==> config.mk <==
export PLATFORM = sky130hd
export DESIGN_NAME = seven_segment_digit_monitor
export DESIGN_NICKNAME = d
export VERILOG_FILES = /design/src/rtl/seven_segment_digit_monitor.sv
export SDC_FILE = /design/constraint.sdc
export NUM_CORES = 1
export LEC_CHECK = 0
export BUFFER_PORTS_ARGS = -buffer_cell sky130_fd_sc_hd__buf_2
export CAP_MARGIN = 10
export CORE_UTILIZATION = 54
export DETAILED_ROUTE_END_ITERATION = 10
export PLACE_DENSITY = 0.7
export SYNTH_ARGS = -nofsm -noshare
export SYNTH_HDL_FRONTEND = slang
export SYNTH_SLANG_ARGS = --single-unit
==> constraint.sdc <==
create_clock -name clk -period 3.5 [get_ports clk]
set_input_delay 0.175 -clock clk [delete_from_list [all_inputs] [get_ports clk]]
set_output_delay 0.175 -clock clk [all_outputs]
set_load 0.005 [all_outputs]
==> src/rtl/seven_segment_digit_monitor.sv <==
// Seven-segment receive monitor: synchronizes, deglitches and decodes a
// segment bus, then checks digit sequencing and measures the update period.
module seven_segment_digit_monitor #(
  parameter int STABLE_CYCLES = 16,
  parameter int PERIOD_W      = 24
) (
  input  logic                clk,
  input  logic                reset,
  input  logic [6:0]          seg_in,
  output logic [3:0]          digit_out,
  output logic                digit_valid,
  output logic                new_digit,
  output logic                seq_error,
  output logic                bad_pattern,
  output logic [7:0]          err_count,
  output logic [PERIOD_W-1:0] period,
  output logic                period_valid
);

  localparam logic [7:0] SC    = 8'(STABLE_CYCLES);
  localparam logic [7:0] SC_M1 = 8'(STABLE_CYCLES - 1);

  logic [6:0]          r_s1;
  logic [6:0]          r_s2;
  logic [6:0]          r_cand;
  logic [6:0]          r_last;
  logic [7:0]          r_stab;
  logic                r_have_prev;
  logic [PERIOD_W-1:0] r_pcnt;

  logic                w_legal;
  logic [3:0]          w_dec;
  logic [3:0]          w_next;
  logic                w_accept;
  logic                w_seq_bad;
  logic                w_p_sat;
  logic                w_e_sat;

  always_comb begin
    w_legal = 1'b1;
    w_dec   = 4'd0;
    case (r_cand)
      7'h3F: w_dec = 4'd0;
      7'h06: w_dec = 4'd1;
      7'h5B: w_dec = 4'd2;
      7'h4F: w_dec = 4'd3;
      7'h66: w_dec = 4'd4;
      7'h6D: w_dec = 4'd5;
      7'h7C: w_dec = 4'd6;
      7'h7D: w_dec = 4'd6;
      7'h07: w_dec = 4'd7;
      7'h7F: w_dec = 4'd8;
      7'h67: w_dec = 4'd9;
      7'h6F: w_dec = 4'd9;
      default: w_legal = 1'b0;
    endcase
  end

  // Accept fires once per stable run; re-showing the last pattern is silent.
  assign w_accept  = (r_s2 == r_cand) &&
                     (r_stab == SC_M1) &&
                     (r_cand != r_last);
  assign w_next    = (digit_out == 4'd9) ? 4'd0 : digit_out + 4'd1;
  assign w_seq_bad = r_have_prev && (w_dec != w_next);
  assign w_p_sat   = &r_pcnt;
  assign w_e_sat   = &err_count;

  always_ff @(posedge clk) begin
    if (reset) begin
      r_s1         <= '0;
      r_s2         <= '0;
      r_cand       <= '0;
      r_last       <= '0;
      r_stab       <= '0;
      r_have_prev  <= 1'b0;
      r_pcnt       <= '0;
      digit_out    <= '0;
      digit_valid  <= 1'b0;
      new_digit    <= 1'b0;
      seq_error    <= 1'b0;
      bad_pattern  <= 1'b0;
      err_count    <= '0;
      period       <= '0;
      period_valid <= 1'b0;
    end else begin
      r_s1        <= seg_in;
      r_s2        <= r_s1;
      new_digit   <= 1'b0;
      seq_error   <= 1'b0;
      bad_pattern <= 1'b0;

      if (r_s2 != r_cand) begin
        r_cand <= r_s2;
        r_stab <= '0;
      end else if (r_stab == SC_M1) begin
        r_stab <= SC;
      end else if (r_stab < SC) begin
        r_stab <= r_stab + 8'd1;
      end

      if (!w_p_sat)
        r_pcnt <= r_pcnt + 1'b1;

      if (w_accept) begin
        r_last <= r_cand;
        if (w_legal) begin
          digit_out   <= w_dec;
          digit_valid <= 1'b1;
          new_digit   <= 1'b1;
          r_pcnt      <= '0;
          r_have_prev <= 1'b1;
          if (r_have_prev) begin
            period       <= w_p_sat ? r_pcnt : r_pcnt + 1'b1;
            period_valid <= 1'b1;
            seq_error    <= w_seq_bad;
          end
        end else begin
          bad_pattern <= 1'b1;
          digit_valid <= 1'b0;
          r_have_prev <= 1'b0;
        end
        if ((!w_legal || w_seq_bad) && !w_e_sat)
          err_count <= err_count + 8'd1;
      end
    end
  end

endmodule

# Yosys cells after proc, flatten, opt, wreduce, memory -nomap -nowiden
# Index checks and enable logic that the tools add are counted.
# classes
n_bitwise	3
n_lt_le_gt_ge	1
n_mux	10
n_reduce_logical	20
addsub	4
n_eq_ne	18
# op_table
op	n
$mux W24	3
$eq A7 B7 Y1 const B	9
$pmux W4 S9	1
$add A24 B1 Y24 const B	1
$reduce_and A24 Y1	1
$add A8 B1 Y8 const B	2
$eq A7 B3 Y1 const B	2
$ne A7 B7 Y1	2
$reduce_or A12 Y1	1
$mux W5	2
$eq A8 B4 Y1 const B	1
$lt A8 B5 Y1 const B	1
$reduce_and A8 Y1	1
$reduce_or A2 Y1	4
$eq A7 B6 Y1 const B	1
$eq A7 B7 Y1	1
$add A4 B1 Y4 const B	1
$eq A4 B4 Y1 const B	1
$logic_and A1 B1 Y1	4
$mux W4	1
$ne A4 B4 Y1	1
$reduce_and A2 Y1	2
$reduce_or A4 Y1	1
$mux W1	3
other kinds (6)	9
# totals
in_bits	9
wordCells	71
reg_bits	101

# Depth between registers and ports, before layout
# logic_depth
depth_word	8
depth_mapped	11

# Least setup slack after synthesis
# Ideal clock, no wire load.
# synth_timing
path_kind	register -> register
from	register r_cand[5]
to	register err_count[3]
required_time_ps	3377
arrival_ps	2413
slack_ps	963
path_stages_with_launch	10
synth_period_minus_slack_ps	2537
setup_time_ps	123
path_cell_list	dfxtp_1 > buf_4 > nor4_1 > o21a_1 > nand2b_1 > mux2_2 > o211a_1 > o2111ai_4 > a21oi_1 > mux2_1
# synth_via
elab_chain_cells	8
# synth_rtl
item	line_no	text
start, declared	25	logic [6:0] r_cand;
start signal, assigned	93	r_cand <= r_s2;
$eq A7 B7 Y1	42	case (r_cand)
$reduce_or A2 Y1 (no line)	n/a	
$pmux W4 S9	42	
$ne A4 B4 Y1	64	assign w_seq_bad = r_have_prev && (w_dec != w_next);
$logic_and A1 B1 Y1	64	
$logic_or A1 B1 Y1	122	if ((!w_legal || w_seq_bad) && !w_e_sat)
$logic_and A1 B1 Y1	122	
$reduce_and A2 Y1 (no line) *	n/a	
end signal, assigned	123	err_count <= err_count + 8'd1;
end, declared	15	output logic [7:0] err_count,
# Mark *: on every way between the ends. The rest lies on a longest branch, timed or not.
# A chain may end at the register's enable or synchronous reset.

# Worst setup path after layout
# layout_timing
from	register r_cand[4]
to	register err_count[6]
# The elaborated chain is that of the path after synthesis.

==> results.json <==
{
  "status": "complete, no violations",
  "synth_top_area_share_pct": 44.5,
  "fill_cells": 736,
  "async_flop_share_pct": 0,
  "drive_above_1_share_pct": 14.9,
  "dpl_cell_area_sq_mm": 0.00482,
  "drt_iter0_markers": 164,
  "fp.coreArea_sq_mm": 0.00818,
  "holdWs_ns": 0.0178,
  "synth_edf_count": 0,
  "crit_type": "reg -> reg",
  "seq_area_frac_synth_pct": 44.5,
  "use_met1_pct": 31.7,
  "finalCriticalPeriod_ns": 2.88,
  "finalNetCount": 565,
  "grt_max_degree": 30,
  "vias": 3554,
  "routed_wl_um": 8800,
  "path_max_fanout": 15,
  "grt_pass1_wl_um": 15400,
  "setup_viol": 0,
  "post-route-period-util_pct": 82.4,
  "hold_depth": 2,
  "hp-start": "seg_in[5]",
  "path_delay_family": "compound AO/OA/AOI/OAI gates",
  "endpoint_kind": "register",
  "top_usage_layer": "met2",
  "grt_use_met3_pct": 4.77,
  "power_mw": 2.01,
  "fmax_mhz": 347,
  "use_met2_pct": 33.2,
  "final_cells": 662,
  "h-tree-depth": 3,
  "r2r-end": "err_count[6]$_SDFFE_PP0P_",
  "antenna_found_initial": 0,
  "holdPathEnd": "r_s1[5]$_SDFF_PP0_",
  "clk_pin_slew_ns": 0.11,
  "yosysMostFrequentCell": "dfxtp_1",
  "reg2reg_setup_slack_ns": 0.62,
  "place_congestion": 0.791,
  "drt-pass1-iter-count": 4,
  "cts_buffer_depth": 2,
  "clock_sink_count": 101,
  "antenna_cells": 0,
  "synth.area.top_cells": "dfxtp_1 (45%), nor2b_1 (7.6%), nand2_1 (5.4%), a21oi_1 (4.1%), xnor2_1 (3.9%)",
  "final_core_util_pct": 61.9,
  "p_per_area_mw_per_mm2": 397,
  "io_buffer_count": 49,
  "grt_usage_pct": 22.1,
  "leakagePower_nw": 1.99,
  "rr_worst_depth": 8,
  "min_path_type": "in -> reg",
  "yosysWarningCount": 0,
  "clock_skew_ns": 0.0170,
  "cts.root.buffer_cell": "clkbuf_8",
  "viasPerCell": 5.37,
  "setup_slack_ns": 0.617,
  "grt_pass1_vias": 3365,
  "netlist_area_sq_mm": 0.00454,
  "io_pins": 50,
  "die_w_um": 93.7,
  "start_util_pct": 55.6,
  "drv_cap": 0,
  "grt.overflow.total": 0,
  "synthTopCellsByCount": "dfxtp_1 (101), nand2_1 (65), nor2b_1 (55)",
  "synth_flop_cell": "dfxtp_1",
  "clock_latency_ns": 0.37,
  "worst_pin_slew_ns": 0.708,
  "slowest_delay_ns": 0.50,
  "post_cts_resize_count": 0,
  "cp_data_required_time_ns": 3.75,
  "yosysUniqueCellTypes": 60,
  "slew_headroom_pct": 52.4,
  "rr_startpoint": "r_cand[4]$_SDFFE_PP0P_",
  "synth_area_per_cell_sq_um": 8.89,
  "die-area_sq_mm": 0.00878,
  "crit_buf_inv": 0,
  "pre_cts_slack_ns": 0.644,
  "drv_slew": 0,
  "syn_nets": 523,
  "fin_setup_tns_ns": 0,
  "tritoncts": "built",
  "dp_hpwl_um": 6100,
  "hold_violations": 0,
  "ir_drop_mv": 0.273,
  "drc": 0,
  "crit_slowest_cell": "dfxtp_1",
  "cts_buffers": 9,
  "dp_cells": 644,
  "synth_largest_area_cell": "dfxtp_1",
  "synthCells": 511,
  "crit_arrival_ns": 3.14,
  "std_cell_rows": 33,
  "ys_seq_elements": 101,
  "area.growth.synth_to_final_pct": 11.4,
  "cp_num_cells": 8,
  "path_cells": "nor4_1, o21a_1, nand2b_1, mux2_2, o211a_1, o2111ai_4, a21oi_1, mux2_1",
  "startpoint_type": "register",
  "antenna_left": 0,
  "fp.dieH_um": 93.7,
  "rsz0062_at_grt": "no",
  "fin_area_sq_mm": 0.00506,
  "wl_per_cell_um": 13.3
}
how the worst max path moves through the flow:
stage                                      to  slack, ns                   start
finish              err_count[6]$_SDFFE_PP0P_       0.62  r_cand[4]$_SDFFE_PP0P_
global route            r_pcnt[16]$_SDFF_PP0_       0.35  r_cand[4]$_SDFFE_PP0P_
CTS                 err_count[3]$_SDFFE_PP0P_       0.62  r_cand[4]$_SDFFE_PP0P_
detailed placement  err_count[3]$_SDFFE_PP0P_       0.64  r_cand[4]$_SDFFE_PP0P_
global placement    err_count[4]$_SDFFE_PP0P_       0.74  r_cand[3]$_SDFFE_PP0P_
floorplan           err_count[3]$_SDFFE_PP0P_       0.96  r_cand[5]$_SDFFE_PP0P_
layer usage:
layer,up-vias,routed length [um]
met4,0,111
met2,83,3710
met3,9,389
li1,1818,-
met5,-,0
met1,1644,4590
sequential cells by signal (all words and copies together), names as in the netlist:
name / cells
r_s2: 7
r_last: 7
r_pcnt: 24
err_count: 8
period: 24
r_have_prev: 1
r_stab: 8
digit_out: 4
bad_pattern: 1
r_cand: 7
r_s1: 7
seq_error: 1
new_digit: 1
period_valid: 1
power by group:
| part | switching, mW | internal [mW] |
|---|---|---|
| Combinational | 0.0389 | 0.0280 |
| Sequential | 0.0151 | 1.16 |
| Clock | 0.421 | 0.341 |
layout by cell type, fill, tap and decap left out, drive strengths merged, types with 3 or more instances in the layout:
master / n
nand3: 24
nor3: 8
ha: 3
mux2i: 10
xnor2: 20
dlygate4sd3: 3
dfxtp: 101
xor2: 18
nor4: 10
nand2: 65
a21oi: 38
and3: 12
mux2: 8
o21ai: 6
nand3b: 3
inv: 7
nand2b: 7
buf: 55
and2: 7
nor2: 40
nand4: 10
nor2b: 55
clkbuf: 9
cell type report:
type                    count  area, sq um  area share [%]
clock buffers               9          124            2.45
clock inverters             6         80.1            1.58
inverters                   4         15.0           0.297
multi-input cells         379         2370            46.8
flip-flops and latches    101         2020            40.0
well taps                 105          131            2.60
repair buffers             58          320            6.33
repair_timing:
action                                 4_1_cts  5_1_grt
setup endpoints to repair                    0        0
endpoints found under the hold margin        2        1
setup buffers                                0        0
hold buffers                                 2        1
cells by family after synthesis:
| logic type | count (synthesis) | share of synthesized area, % |
|---|---|---|
| muxes | 18 | 4.27 |
| and+or+nand+nor | 257 | 30.0 |
| xor gates and xnor gates | 38 | 7.49 |
| buffers and inverters | 31 | 3.39 |
| adders and majority gates | 4 | 1.05 |
| DFF | 101 | 44.5 |
| AOI/OAI and AO/OA | 62 | 9.26 |
No activity file was read; power rests on OpenSTA's default activity.
